--- config.mk ---
export PLATFORM = sky130hd
export DESIGN_NAME = traffic_sched
export DESIGN_NICKNAME = d
export VERILOG_FILES = /design/src/rtl/traffic_pkg.sv /design/src/rtl/sched_timer.sv /design/src/rtl/traffic_sched.sv
export SDC_FILE = /design/constraint.sdc
export NUM_CORES = 1
export LEC_CHECK = 0
export ABC_AREA = 1
export CAP_MARGIN = 20
export CORE_UTILIZATION = 61
export CTS_CLUSTER_SIZE = 25
export DETAILED_ROUTE_END_ITERATION = 10
export DONT_BUFFER_PORTS = 1
export PLACE_DENSITY_LB_ADDON = 0.3
export SLEW_MARGIN = 20
export SYNTH_ARGS = -nofsm -noshare
export SYNTH_HDL_FRONTEND = slang
export SYNTH_SLANG_ARGS = --single-unit
--- constraint.sdc ---
create_clock -name clk -period 2.4 [get_ports clk]
set_clock_uncertainty 0.2 [all_clocks]
set_input_delay 0.48 -clock clk [delete_from_list [all_inputs] [get_ports clk]]
set_output_delay 0.48 -clock clk [all_outputs]
set_load 0.005 [all_outputs]
--- src/rtl/traffic_pkg.sv ---
// ============================================================================
// traffic_pkg : shared state codes, grant codes and default timing constants
// Revision    : 1.0
// ============================================================================
`default_nettype none

package traffic_pkg;

  typedef logic [2:0] state_t;

  localparam state_t ST_IDLE  = 3'd0;
  localparam state_t ST_CLEAR = 3'd1;
  localparam state_t ST_EMG_M = 3'd2;
  localparam state_t ST_EMG_S = 3'd3;
  localparam state_t ST_PED   = 3'd4;

  localparam logic [1:0] GR_NONE = 2'd0;
  localparam logic [1:0] GR_MAIN = 2'd1;
  localparam logic [1:0] GR_SIDE = 2'd2;
  localparam logic [1:0] GR_PED  = 2'd3;

  // Defaults in ticks, shared with the light controller
  localparam int unsigned CLEAR_S_DEF    = 3;
  localparam int unsigned MIN_HOLD_S_DEF = 10;
  localparam int unsigned PED_S_DEF      = 15;
  localparam int unsigned CW_DEF         = 8;

endpackage

`default_nettype wire

--- src/rtl/sched_timer.sv ---
// ============================================================================
// sched_timer : loadable tick down-counter, pause freeze, zero-load clamp to 1
// Revision    : 1.0
// ============================================================================
`default_nettype none

module sched_timer #(
  parameter int unsigned CW = 8
) (
  input  logic          clk,
  input  logic          rst_n,
  input  logic          tick,
  input  logic          pause,
  input  logic          load,
  input  logic [CW-1:0] load_val,
  output logic [CW-1:0] cnt,
  output logic          done
);

  logic [CW-1:0] cnt_q, cnt_d;

  always_comb begin
    cnt_d = cnt_q;
    if (load) begin
      cnt_d = (load_val == '0) ? CW'(1) : load_val;
    end else if (tick && !pause && (cnt_q != '0)) begin
      cnt_d = cnt_q - CW'(1);
    end
  end

  always_ff @(posedge clk or negedge rst_n) begin
    if (!rst_n) begin
      cnt_q <= '0;
    end else begin
      cnt_q <= cnt_d;
    end
  end

  // Kept independent of load so the scheduler can base its load on it
  assign done = tick && !pause && (cnt_q == CW'(1));
  assign cnt  = cnt_q;

endmodule

`default_nettype wire

--- src/rtl/traffic_sched.sv ---
// ============================================================================
// traffic_sched : emergency/pedestrian override scheduler with all-red clearance
// Revision      : 1.0
// ============================================================================
`default_nettype none

module traffic_sched
  import traffic_pkg::*;
#(
  parameter int unsigned CLEAR_S    = CLEAR_S_DEF,
  parameter int unsigned MIN_HOLD_S = MIN_HOLD_S_DEF,
  parameter int unsigned PED_S      = PED_S_DEF,
  parameter int unsigned CW         = CW_DEF
) (
  input  logic          clk,
  input  logic          clr_n,
  input  logic          tick,
  input  logic          emg_main,
  input  logic          emg_side,
  input  logic          ped_btn,
  input  logic          pause_in,
  output logic          stopa,
  output logic          stopb,
  output logic          allred,
  output logic          pause_out,
  output logic [1:0]    grant,
  output logic [CW-1:0] remain,
  output logic          ped_ack
);

  state_t        state_q, state_d, next_q, next_d;
  logic          ped_pend_q, ped_pend_d;
  logic          ped_btn_q, ped_btn_d;
  logic          stopa_q, stopa_d, stopb_q, stopb_d, allred_q, allred_d;
  logic          pause_out_q, pause_out_d, ped_ack_q, ped_ack_d;
  logic [1:0]    grant_q, grant_d;
  logic [CW-1:0] remain_q, remain_d;

  logic          load, timer_done, enter_ped, ped_preempt;
  logic [CW-1:0] load_val, cnt;

  sched_timer #(.CW(CW)) u_timer (
    .clk      (clk),
    .rst_n    (clr_n),
    .tick     (tick),
    .pause    (pause_in),
    .load     (load),
    .load_val (load_val),
    .cnt      (cnt),
    .done     (timer_done)
  );

  always_comb begin
    state_d     = state_q;
    next_d      = next_q;
    load        = 1'b0;
    load_val    = '0;
    enter_ped   = 1'b0;
    ped_preempt = 1'b0;
    case (state_q)
      ST_IDLE: begin
        if (emg_main || emg_side || ped_pend_q) begin
          state_d  = ST_CLEAR;
          load     = 1'b1;
          load_val = CW'(CLEAR_S);
          next_d   = emg_main ? ST_EMG_M : (emg_side ? ST_EMG_S : ST_PED);
        end
      end
      ST_CLEAR: begin
        if (timer_done) begin
          state_d = next_q;
          next_d  = ST_IDLE;
          case (next_q)
            ST_EMG_M, ST_EMG_S: begin
              load     = 1'b1;
              load_val = CW'(MIN_HOLD_S);
            end
            ST_PED: begin
              load      = 1'b1;
              load_val  = CW'(PED_S);
              enter_ped = 1'b1;
            end
            ST_IDLE: ;
            default: state_d = ST_IDLE;
          endcase
        end
      end
      ST_EMG_M, ST_EMG_S: begin
        if ((cnt == '0) && !((state_q == ST_EMG_M) ? emg_main : emg_side)) begin
          state_d  = ST_CLEAR;
          next_d   = ST_IDLE;
          load     = 1'b1;
          load_val = CW'(CLEAR_S);
        end
      end
      ST_PED: begin
        // Main-road emergency cuts the crossing short; it is re-queued
        if (emg_main || timer_done) begin
          state_d     = ST_CLEAR;
          next_d      = emg_main ? ST_EMG_M : ST_IDLE;
          load        = 1'b1;
          load_val    = CW'(CLEAR_S);
          ped_preempt = emg_main;
        end
      end
      default: begin
        state_d = ST_IDLE;
        next_d  = ST_IDLE;
      end
    endcase
  end

  always_comb begin
    ped_btn_d   = ped_btn;
    ped_pend_d  = (ped_btn && !ped_btn_q) || (ped_pend_q && !enter_ped) || ped_preempt;
    stopa_d     = (state_q == ST_EMG_S) || (state_q == ST_PED);
    stopb_d     = (state_q == ST_EMG_M);
    allred_d    = (state_q == ST_CLEAR);
    pause_out_d = (state_q == ST_CLEAR) || ((state_q == ST_IDLE) && pause_in);
    ped_ack_d   = (state_q == ST_PED) && (grant_q != GR_PED);
    remain_d    = cnt;
    case (state_q)
      ST_EMG_M: grant_d = GR_MAIN;
      ST_EMG_S: grant_d = GR_SIDE;
      ST_PED:   grant_d = GR_PED;
      default:  grant_d = GR_NONE;
    endcase
  end

  always_ff @(posedge clk or negedge clr_n) begin
    if (!clr_n) begin
      state_q     <= ST_IDLE;
      next_q      <= ST_IDLE;
      ped_pend_q  <= 1'b0;
      ped_btn_q   <= 1'b0;
      stopa_q     <= 1'b0;
      stopb_q     <= 1'b0;
      allred_q    <= 1'b0;
      pause_out_q <= 1'b0;
      ped_ack_q   <= 1'b0;
      grant_q     <= GR_NONE;
      remain_q    <= '0;
    end else begin
      state_q     <= state_d;
      next_q      <= next_d;
      ped_pend_q  <= ped_pend_d;
      ped_btn_q   <= ped_btn_d;
      stopa_q     <= stopa_d;
      stopb_q     <= stopb_d;
      allred_q    <= allred_d;
      pause_out_q <= pause_out_d;
      ped_ack_q   <= ped_ack_d;
      grant_q     <= grant_d;
      remain_q    <= remain_d;
    end
  end

  assign stopa     = stopa_q;
  assign stopb     = stopb_q;
  assign allred    = allred_q;
  assign pause_out = pause_out_q;
  assign grant     = grant_q;
  assign remain    = remain_q;
  assign ped_ack   = ped_ack_q;

endmodule

`default_nettype wire
### Yosys cells after proc, flatten, opt, wreduce, memory -nomap -nowiden

Index checks and enable logic that the tools add are counted.

| word-level totals | value |
|---|---|
| register bits | 31 |
| input port bits | 7 |
| output and inout bits | 15 |
| word-level logic and storage cells | 92 |

| operators by class | value |
|---|---|
| add/subtract/negate cells | 1 |
| equal/unequal tests | 13 |
| muxes and demuxes | 36 |
| reductions and logical operators | 30 |

Operator list:

| operator | count |
|---|---|
| $mux W3 | 11 |
| $pmux W3 S4 | 2 |
| $logic_not A8 Y1 | 2 |
| $mux W8 | 2 |
| $pmux W4 S4 | 1 |
| $eq A3 B2 Y1 const B | 4 |
| $mux W1 | 11 |
| $eq A8 B1 Y1 const B | 1 |
| $logic_and A1 B1 Y1 | 8 |
| $mux W2 | 4 |
| $mux W4 | 2 |
| $ne A2 B2 Y1 const B | 4 |
| $pmux W4 S2 | 1 |
| $reduce_bool A8 Y1 | 1 |
| $sub A8 B1 Y8 const B | 1 |
| $logic_or A1 B1 Y1 | 7 |
| $eq A3 B3 Y1 const B | 2 |
| $logic_not A3 Y1 | 2 |
| $pmux W2 S3 | 1 |
| $logic_not A1 Y1 | 4 |
| $pmux W1 S4 | 1 |
| $reduce_and A4 Y1 | 1 |
| $reduce_or A2 Y1 | 2 |
| $reduce_or A4 Y1 | 1 |
| other kinds (4) | 4 |

### Logic depth before layout (Yosys ltp)

Gate-level depths: netlist of run 1.

| logic depth | value |
|---|---|
| depth after elaboration | 9 |
| mapped depth | 13 |
| gate-level depth less buffers | 13 |

### Cells and area by module

A second synthesis of run 1 with hierarchy kept.

| unflattened totals | value |
|---|---|
| cell total of the unflattened synthesis | 205 |
| area total of the unflattened synthesis | 1607.8 sq um |

Modules (own cells, without submodules):

| module | times used | cells each | area each (sq um) | seq. area each (sq um) |
|---|---|---|---|---|
| traffic_sched | 1 | 104 | 947.2 | 575.6 |
| sched_timer | 1 | 101 | 660.6 | 200.2 |

### Worst setup path before layout of run 1

No wires, ideal clock.

| timing | value |
|---|---|
| kind | reg2reg |
| start point | register u_timer.cnt_q[0] (netlist: u_timer.cnt[0]) |
| end point | register state_q[0] |
| setup time | 124 ps |
| data arrival time | 1389 ps |
| data required time | 2076 ps |
| path slack | 687 ps |
| stages on the path, launching flop included | 12 |
| path buffers | 0 |
| clock period less this slack | 1713 ps |
| path through | dfrtp_1 > inv_1 > ha_1 > nand2_2 > nor2_4 > nand3_1 > nand2_1 > nand2_2 > nor2_4 > inv_2 > nand2_1 > o21ai_1 |

| on the way | value |
|---|---|
| word-level cells in the longest chain between the ends | 5 |
| elaborated cells between the ends (all ways) | 9 |
| those cells by class | eq/ne: 4; reduce/logical: 5 |

Ends and longest elaborated chain:

| element | line | source |
|---|---|---|
| start: declaration | sched_timer.sv:20 | `logic [CW-1:0] cnt_q, cnt_d;` |
| start signal: assignment | sched_timer.sv:35 | `cnt_q <= cnt_d;` |
| $eq A8 B1 Y1 | sched_timer.sv:40 | `assign done = tick && !pause && (cnt_q == CW'(1));` |
| $logic_and A1 B1 Y1 | sched_timer.sv:40 |  |
| $logic_or A1 B1 Y1 | traffic_sched.sv:98 | `if (emg_main \|\| timer_done) begin` |
| $ne A2 B2 Y1 (no line) | n/a |  |
| $reduce_and A4 Y1 (no line) (*) | n/a |  |
| end signal: assignment | traffic_sched.sv:144 | `state_q <= state_d;` |
| end: declaration | traffic_sched.sv:31 | `state_t state_q, state_d, next_q, next_d;` |

Mark *: on every way between the ends. The rest lies on a longest branch, timed or not.
A chain may end at the register's enable or synchronous reset.

### Worst setup path after layout of run 1

| timing | value |
|---|---|
| start point | register u_timer.cnt_q[0] (netlist: u_timer.cnt[0]) |
| end point | register u_timer.cnt_q[2] (netlist: u_timer.cnt[2]) |

| on the way | value |
|---|---|
| word-level cells in the longest chain between the ends | 8 |
| elaborated cells between the ends (all ways) | 21 |
| those cells by class | add/sub: 1; eq/ne: 1; mux: 11; reduce/logical: 8 |

Ends and longest elaborated chain:

| element | line | source |
|---|---|---|
| $eq A8 B1 Y1 | sched_timer.sv:40 |  |
| $logic_and A1 B1 Y1 | sched_timer.sv:40 |  |
| $logic_or A1 B1 Y1 | traffic_sched.sv:98 |  |
| $mux W2 | traffic_sched.sv:98 |  |
| $pmux W4 S4 | traffic_sched.sv:60 | `case (state_q)` |
| $logic_not A8 Y1 | sched_timer.sv:25 | `cnt_d = (load_val == '0) ? CW'(1) : load_val;` |
| $mux W4 | sched_timer.sv:25 |  |
| $mux W8 | sched_timer.sv:24 | `if (load) begin` |

Parallel ways exist; a longest one is shown, timed or not. The select of a mux whose other input is x is not followed.

==> results.toml, run 1 <==
[floorplan]
die_area_um2 = 2608
die_y_um = 51.07
num_rows = 17
io_pins = 22
die_w_um = 51.07
start_util_pct = 65.77
core_um2 = 2233

[run]
cap_violations = 0

[synthesis]
syn_nets = 179
yosysSeqAreaShare_pct = 52.81
ys_ff_latch = 31
ys_warn_count = 0
synth_area_per_cell_um2 = 8.692
syn_inst = 169
synth_area_um2 = 1469
yosysUniqueCellTypes = 23

[setup_path]
cpMaxStageDelayCell = "dfrtp_1"
start_kind = "flop"
path_common_cell = "nand2_1"
end_kind = "flop"
cp_data_arrival_time_ps = 2020
crit_buf_inv = 1
worstPathRequired_ps = 2420
criticalPathCategory = "flop to flop"
crit_fanout = 6
critical_path.top_delay_family = "simple AND/OR/NAND/NOR gates"
path_cells = "inv_1 -> ha_1 -> nand2_2 -> nor2_4 -> nand4_1 -> nand4_1 -> nand2_1 -> nand2_1 -> nand2_1"
cpPeakStageDelay_ps = 440

[global_routing]
grt_max_degree = 32
gr-total-overflow = 0
grt_pass1_vias = 1132
grt_pass1_wl_um = 4933
antenna_found_initial = 0
grt_use_total_pct = 26.79

[timing]
max_freq_ghz = 0.5021
setup_violations = 0
setup_tns_ps = 0
hold_ws_ps = 102.6
fin_crit_ps = 1992
min_period_over_period_pct = 82.98
layout_setup_ws_ps = 408.4
tightest_slew_ps = 364.5
hold_violations = 0
final_max_slew_viol_count = 0
relSlewSlack_pct = 75.57
grt_setup_unrepaired = "false"

[power_and_ir_drop]
p_leak_nw = 0.8303
ir_worst_vdd_uv = 840.1
power_density_nw_per_um2 = 1145
finalPower_mw = 1.847

[status]
status = "finished clean"

[cts]
cts_resized = 0
cts_buffer_depth = 2
clkTransAtPathRegs_ps = 90
ctsHoldBuffers = 3
post_cts_buffers = 0
cts_made_buffers = 5
h-tree-depth = 2
insertion_delay_ps = 330
cts_tree = "built"
clock-sinks = 31
cts-root-buf = "clkbuf_4"

[routing]
detail-route-antenna-nets = 0
vias = 1170
drt_iter0_markers = 26
routedWlPerCell_um = 13.66
drt-vias-per-instance = 5.625
routed_wl_um = 2841
firstDrtPassIters = 4
drc = 0

[final_layout]
layout.nets = 189
antenna_cells = 0
mostFrequentLayoutCell = "nand2_1"
mostFrequentLayoutCells = "nand2_1 (39), dfrtp_1 (31), inv_1 (20)"
fin_area_um2 = 1613
drive_above_1_share_pct = 15.00
syn2layout_area_growth_pct = 9.796

[placed_design]
dpl.hpwl_um = 2023
gp_congestion = 0.9291
dpl_cell_area_um2 = 1504
dp_slack_ps = 486.2
port_buffers = 0

[min_path]
hold_class = "primary input to flop"
[sequential cells by signal, indices dropped and copies added (netlist names)]
| register | count |
|---|---|
| remain | 8 |
| ped_pend_q | 1 |
| ped_btn_q | 1 |
| pause_out | 1 |
| grant | 2 |
| next_q | 3 |
| u_timer.cnt | 8 |
| state_q | 3 |
| stopb | 1 |
| allred | 1 |
| ped_ack | 1 |
| stopa | 1 |
[worst register-to-register path, delay by kind of cell (launching register included)]
kind | cells | cell delay (ps)
flip-flops | 1 | 440
AND/OR/NAND/NOR | 7 | 910
buffers and inverters | 1 | 160
adder cells (fa/ha/maj) | 1 | 190
[synthesized netlist by cell type]
cell	instances	area, um2
a21boi_0	1	7.510
nand4_1	6	37.54
o21ai_1	8	40.04
xor2_1	3	26.28
o211ai_1	1	7.510
o22ai_1	1	6.260
ha_1	3	37.54
nor2_2	1	6.260
o221ai_1	1	8.760
a21oi_1	2	10.01
nand3_2	1	10.01
nor2_1	15	56.30
inv_1	20	75.07
nor3_2	1	10.01
nand3_1	9	45.04
inv_2	8	30.03
o21ai_0	5	25.02
dfrtp_1	31	775.7
xnor2_1	2	17.52
nor3_1	3	15.01
nor2_4	5	56.30
nand2_2	3	18.77
nand2_1	39	146.4
[final timing paths]
kind	slack, ps	to	start	depth (start not counted)
min in group asynchronous	400	state_q[0]$_DFFE_PN0P_	clr_n	2
worst min-delay path	100	next_q[0]$_DFFE_PN0P_	emg_side	2
worst max register to register	410	u_timer.cnt[2]$_DFFE_PN0P_	u_timer.cnt[0]$_DFFE_PN0P_	9
worst max-delay path	410	u_timer.cnt[2]$_DFFE_PN0P_	u_timer.cnt[0]$_DFFE_PN0P_	9
worst min register to register	230	remain[7]$_DFF_PN0_	u_timer.cnt[7]$_DFFE_PN0P_	0
max in group asynchronous	1450	u_timer.cnt[0]$_DFFE_PN0P_	clr_n	2
[stage by stage]
step / utilization (%) / std cells
after floorplan: - / 169
final: 72.21 / 208
after CTS: 72.21 / 208
after detailed placement: 67.34 / 197
after global placement: 67.34 / 197
after global routing: 72.21 / 208
[layout make-up]
class,count,area (um2)
flip-flops and latches,31,775.7
fillers,161,620.6
multi-input cells,110,588.1
inverters,28,105.1
clock buffers,8,68.82
repair buffers,3,40.04
well taps,28,35.03
[routing by layer]
layer,GRT usage (%),wire (um),vias up
met5,0,0,-
met4,11.57,61,0
met3,11.61,217,13
met2,40.79,1299,56
met1,32.94,1263,536
li1,-,-,565
[cell families after synthesis]
logic type | Yosys count | synth area share, %
xor gates and xnor gates | 5 | 2.982
AOI/OAI and AO/OA | 19 | 7.156
adders and majority gates | 3 | 2.556
DFF | 31 | 52.81
buffers and inverters | 28 | 7.155
and+or+nand+nor | 83 | 27.34
[where the power goes]
part	switching [mW]	leakage (nW)	internal, mW
Combinational	0.437	0.401	0.227
Sequential	0.150	0.390	0.696
Clock	0.165	0.0386	0.172
No activity file was read; power rests on OpenSTA's default activity.
==> run 2: changes to the inputs <==
--- a/config.mk
+++ b/config.mk
@@ -7,7 +7,7 @@
 export LEC_CHECK = 0
 export ABC_AREA = 1
 export CAP_MARGIN = 20
-export CORE_UTILIZATION = 61
+export CORE_UTILIZATION = 55
 export CTS_CLUSTER_SIZE = 25
 export DETAILED_ROUTE_END_ITERATION = 10
 export DONT_BUFFER_PORTS = 1
==> constraint.sdc (replaced) <==
create_clock -name clk -period 1.7 [get_ports clk]
set_clock_uncertainty 0.2 [all_clocks]
set_input_delay 0.34 -clock clk [delete_from_list [all_inputs] [get_ports clk]]
set_output_delay 0.34 -clock clk [all_outputs]
set_load 0.005 [all_outputs]
==> run 2 against run 1 <==
Against the previous run:
- the flow now finishes with violations (setup timing)
- flip-flop and latch count unchanged
- critical path type unchanged
- critical path depth up 4
- utilization increased by 10 points
- maximum frequency is 4.8% higher
- final cell count is 18% higher
- first-iteration DRC count increased to 2.9 times the previous value
- critical endpoint is now u_timer.cnt[3]$_DFFE_PN0P_
- setup slack got worse by 610 ps
==> results.toml, run 2 (synthesized netlist as in run 1, its figures left out) <==
[status]
status = "finished with violations"
violations = "setup timing"

[power_and_ir_drop]
internal_power_mw = 2.086
power_density_nw_per_um2 = 1707
p_sw_mw = 1.432
p_seq_share_pct = 33.2
ir_worst_vdd_uv = 1402
p_comb_share_pct = 49.7
pwr-share-clk_pct = 17.1
p_leak_nw = 1.037
swShare_pct = 40.70

[global_routing]
grt_use_total_pct = 30.63
grt_pass1_wl_um = 6003
gr-total-overflow = 0
grt_pass1_vias = 1339
antenna_found_initial = 0
grt_max_degree = 32

[timing]
layout_setup_ws_ps = -200.1
max_freq_ghz = 0.5263
hold_violations = 0
setup_tns_ps = -1871
hold_ws_ps = 33.54
fin_crit_ps = 1900
min_period_over_period_pct = 111.8
grt_setup_unrepaired = "true"
tightest_slew_ps = 284.5
relSlewSlack_pct = 80.89
setup_violations = 14
final_max_slew_viol_count = 0

[cts]
cts-root-buf = "clkbuf_4"
clock-sinks = 31
insertion_delay_ps = 330
cts_tree = "built"
cts_buffer_depth = 2
h-tree-depth = 2
cts_made_buffers = 5
clkTransAtPathRegs_ps = 90

[setup_path]
crit_buf_inv = 2
cpMaxStageDelayCell = "dfrtp_1"
crit_fanout = 4
start_kind = "flop"
critical_path.top_delay_family = "simple AND/OR/NAND/NOR gates"
criticalPathCategory = "flop to flop"
path_common_cell = "nand2_2"
path_cells = "inv_2 -> ha_4 -> nand3_2 -> nor2_2 -> nand2_2 -> nand2_2 -> nand2_2 -> nand2_2 -> nor2_4 -> nand2_4 -> inv_4 -> nand2_1 -> nand2_1"
cp_data_arrival_time_ps = 1930
critPathLaunch = "u_timer.cnt[1]$_DFFE_PN0P_"
worstPathRequired_ps = 1730
cpPeakStageDelay_ps = 400
end_kind = "flop"
r2r-start = "u_timer.cnt[1]$_DFFE_PN0P_"

[routing]
vias = 1419
drt_iter0_markers = 76
drc = 0
firstDrtPassIters = 4
drt-vias-per-instance = 5.768
wl_met2_um = 2033
wl_met1_um = 1531
highest_layer = "met4"
routed_wl_um = 4064
routedWlPerCell_um = 16.52
detail-route-antenna-nets = 0
wl_met3_um = 338

[placed_design]
dpl.hpwl_um = 2335
gp_congestion = 0.8680
dp_cells = 223
port_buffers = 0

[final_layout]
drive_above_1_share_pct = 43.52
mostFrequentLayoutCells = "nand2_1 (32), buf_4 (31), dfrtp_1 (29)"
syn2layout_area_growth_pct = 40.29
antenna_cells = 0
final-instance-count-excl-fill = 246
layout.nets = 225
mostFrequentLayoutCell = "nand2_1"

[floorplan]
io_pins = 22
start_util_pct = 58.76
die_y_um = 53.68
die_area_um2 = 2882
core_um2 = 2500
die_w_um = 53.68
num_rows = 18

[run]
cap_violations = 0

[min_path]
hold_class = "primary input to flop"
holdCritStartpoint = "emg_side"
[run 2: cell types whose count changed in the layout (fill, tap and decap cells not counted), moves of 4 or more]
cell     change
nand2_2      +5
o21ai_1      -4
o21ai_2      +5
nor2_2       +5
inv_1        -4
nand2_1      -7
buf_4       +31
buf_6        +4
nor2_1       -8
[run 2: metrics by stage]
step | total power, mW | setup WS (ps) | instance area, um2 | util (%)
detailed placement | 2.378 | -143.7 | 1687 | 67.47
global route | 3.739 | -284.4 | 2061 | 82.43
CTS | 3.161 | -63.12 | 1933 | 77.33
floorplan | 1.902 | 14.97 | 1469 | -
finish | 3.518 | -200.1 | 2061 | 82.43
global placement | 2.321 | -53.64 | 1687 | 67.47
[run 2: cell type report]
cell class	count	area, um2
clock buffer	6	51.30
clock inverter	2	35.03
fill	118	439.2
inverter	28	107.6
multi-input combinational	110	723.2
sequential	31	778.2
tap	30	37.54
timing repair buffer	39	327.8
[run 2: path summary, 6_finish.rpt]
kind | to | slack (ps) | cells after the start
max | u_timer.cnt[3]$_DFFE_PN0P_ | -200 | 13
min | next_q[2]$_DFFE_PN0P_ | 30 | 3
max reg2reg | u_timer.cnt[3]$_DFFE_PN0P_ | -200 | 13
min reg2reg | ped_pend_q$_DFF_PN0_ | 280 | 1
max in group asynchronous | u_timer.cnt[0]$_DFFE_PN0P_ | 880 | 2
min in group asynchronous | remain[4]$_DFF_PN0_ | 230 | 2
[run 2: routing by layer]
layer	track usage (%)	vias up
li1	-	635
met1	35.05	673
met2	51.65	87
met3	7.062	24
met4	17.98	0
met5	0	-
[run 2: repair_timing]
action / 4_1_cts / 5_1_grt
pin swaps: 14 / 12
hold endpoints to repair: 34 / 0
setup buffers: 5 / 6
endpoints found under the setup margin: 12 / 15
gates resized for setup: 18 / 27
hold buffers: 4 / 0
[run 2: worst reg2reg max path: stages (launching register included)]
cell,delay [ps]
dfrtp_1,400
inv_2,120
ha_4,150
nand3_2,70
nor2_2,130
nand2_2,130
nand2_2,100
nand2_2,70
nand2_2,100
nor2_4,70
nand2_4,70
inv_4,40
nand2_1,70
nand2_1,70
[run 2: power groups by stage]
stage / clock network (mW) / registers (mW) / logic, mW
2_1_floorplan: 0 / 1.15 / 0.747
6_report: 0.602 / 1.17 / 1.75
3_3_place_gp: 0 / 1.15 / 1.17
4_1_cts: 0.612 / 1.15 / 1.40
5_1_grt: 0.651 / 1.21 / 1.88
3_5_place_dp: 0 / 1.16 / 1.22
==> run 3: changes to the inputs <==
--- a/config.mk
+++ b/config.mk
@@ -11,7 +11,7 @@
 export CTS_CLUSTER_SIZE = 25
 export DETAILED_ROUTE_END_ITERATION = 10
 export DONT_BUFFER_PORTS = 1
-export PLACE_DENSITY_LB_ADDON = 0.3
+export PLACE_DENSITY = 0.8
 export SLEW_MARGIN = 20
 export SYNTH_ARGS = -nofsm -noshare
 export SYNTH_HDL_FRONTEND = slang
==> run 3 against run 2 <==
Against the previous run:
- the run still ends with setup timing left
- die area unchanged
- cell area decreased by 1.3%
- clock power hardly changed
- sequential share of layout area is 0.43 points higher
- sequential power about the same
- final cell count unchanged
- maximum frequency is 0.76% lower
- non-clock buffer count did not move
==> results.toml, run 3 (synthesized netlist as in run 1, its figures left out) <==
[status]
status = "finished with violations"
violations = "setup timing"

[setup_path]
cpMaxStageDelayCell = "dfrtp_1"
criticalPathCategory = "flop to flop"
path_cells = "inv_2 -> ha_4 -> nand3_2 -> nor2_2 -> nand2_2 -> nand2_2 -> nand2_2 -> nand4_1 -> nand2_1 -> nand2_1 -> nand2_1"
worstPathRequired_ps = 1740
cp_data_arrival_time_ps = 1950
critical_path.top_delay_family = "simple AND/OR/NAND/NOR gates"
cpPeakStageDelay_ps = 400
end_kind = "flop"
crit_fanout = 4
crit_buf_inv = 1
start_kind = "flop"

[floorplan]
die_y_um = 53.68
num_rows = 18
io_pins = 22
core_um2 = 2500
die_area_um2 = 2882
die_w_um = 53.68
start_util_pct = 58.76

[cts]
cts-root-buf = "clkbuf_4"
cts_buffer_depth = 2
h-tree-depth = 2
clkTransAtPathRegs_ps = 90
cts_made_buffers = 5
clock-sinks = 31
insertion_delay_ps = 340
cts_tree = "built"

[global_routing]
grt_max_degree = 32
antenna_found_initial = 0
gr-total-overflow = 0
grt_pass1_wl_um = 6058
grt_pass1_vias = 1307
grt_use_total_pct = 30.66

[final_layout]
layout.nets = 225
syn2layout_area_growth_pct = 38.50
mostFrequentLayoutCell = "buf_4"
register_area_um2 = 777.0
fin_area_um2 = 2034
mostFrequentLayoutCells = "buf_4 (34), nand2_1 (30), dfrtp_1 (30)"
multi_input_area_um2 = 711.9
antenna_cells = 0
drive_above_1_share_pct = 43.52
nFillCells = 122

[timing]
final_max_slew_viol_count = 0
min_period_over_period_pct = 112.6
hold_violations = 0
grt_setup_unrepaired = "true"
tightest_slew_ps = 223.3
hold_ws_ps = 18.96
max_freq_ghz = 0.5223
relSlewSlack_pct = 84.95
fin_crit_ps = 1915
setup_violations = 14
layout_setup_ws_ps = -214.7

[power_and_ir_drop]
internal_power_mw = 2.023
swShare_pct = 40.23
p_leak_nw = 1.015
p_comb_share_pct = 47.6
ir_worst_vdd_uv = 1734
p_seq_share_pct = 34.7
power_density_nw_per_um2 = 1663
p_sw_mw = 1.361
pwr-share-clk_pct = 17.7

[routing]
routed_wl_um = 4124
drt_iter0_markers = 69
drt-vias-per-instance = 5.772
drc = 0
routedWlPerCell_um = 16.76
vias = 1420
firstDrtPassIters = 5
detail-route-antenna-nets = 0

[placed_design]
dpl_cell_area_um2 = 1687
gp_congestion = 0.8769
port_buffers = 0
dpl.hpwl_um = 2366

[min_path]
hold_class = "primary input to flop"

[run]
cap_violations = 0
-- run 3: cell count changes in the layout (fill, tap and decap cells not counted), moves of 2 or more --
cell     before  now
nand2_2       8   11
nand2_1      32   30
buf_6         4    1
o21ai_2       5    3
o21ai_1       4    6
buf_4        31   34
-- run 3: final timing paths --
check	start	cells past startpoint	endpoint	slack, ps
max	u_timer.cnt[1]$_DFFE_PN0P_	11	u_timer.cnt[2]$_DFFE_PN0P_	-210
max in group asynchronous	clr_n	2	u_timer.cnt[0]$_DFFE_PN0P_	880
min	emg_side	3	next_q[2]$_DFFE_PN0P_	20
min in group asynchronous	clr_n	2	grant[1]$_DFF_PN0_	230
max reg2reg	u_timer.cnt[1]$_DFFE_PN0P_	11	u_timer.cnt[2]$_DFFE_PN0P_	-210
min reg2reg	ped_btn_q$_DFF_PN0_	1	ped_pend_q$_DFF_PN0_	270
-- run 3: layout make-up --
class,instances,share of cell area (%)
Inverter,28,5.166
Clock buffer,6,2.522
Clock inverter,2,1.722
Tap cell,30,1.845
Sequential cell,31,38.19
Multi-Input combinational cell,110,34.99
Timing Repair Buffer,39,15.56
-- run 3: power by group through the flow --
| stage | Combinational, mW | Clock [mW] | Sequential [mW] |
|---|---|---|---|
| 2_1_floorplan | 0.747 | 0 | 1.15 |
| 3_3_place_gp | 1.17 | 0 | 1.15 |
| 3_5_place_dp | 1.22 | 0 | 1.16 |
| 4_1_cts | 1.34 | 0.609 | 1.15 |
| 5_1_grt | 1.74 | 0.650 | 1.21 |
| 6_report | 1.61 | 0.600 | 1.17 |
-- run 3: through the flow --
stage / power (mW) / setup TNS [ps] / setup slack, ps / std cells / util, %
floorplan: 1.902 / 0 / 14.97 / 169 / -
global placement: 2.316 / -55.86 / -28.62 / 223 / 67.47
detailed placement: 2.375 / -937.1 / -101.7 / 223 / 67.47
CTS: 3.106 / -274.4 / -51.52 / 238 / 76.53
global route: 3.599 / -3352 / -300.4 / 246 / 81.38
finish: 3.384 / -2330 / -214.7 / 246 / 81.38
-- run 3: repair_timing --
item,4_1_cts,5_1_grt
endpoints found under the setup margin,14,15
pin swaps,17,23
hold buffers,4,0
gates cloned,0,0
gates resized for setup,19,20
setup buffers,3,8
hold endpoints to repair,34,0
-- run 3: worst reg2reg max path, stage by stage, from the launching register on --
cell	delay, ps
dfrtp_1	400
inv_2	110
ha_4	160
nand3_2	100
nor2_2	160
nand2_2	110
nand2_2	90
nand2_2	80
nand4_1	180
nand2_1	110
nand2_1	70
nand2_1	40
-- run 3: metal layers --
| layer | GRT usage [%] | vias to the layer above | routed length, um |
|---|---|---|---|
| met5 | 0 | - | 0 |
| met4 | 17.54 | 0 | 129 |
| li1 | - | 633 | - |
| met2 | 50.00 | 81 | 2107 |
| met1 | 34.74 | 692 | 1571 |
| met3 | 10.17 | 14 | 315 |
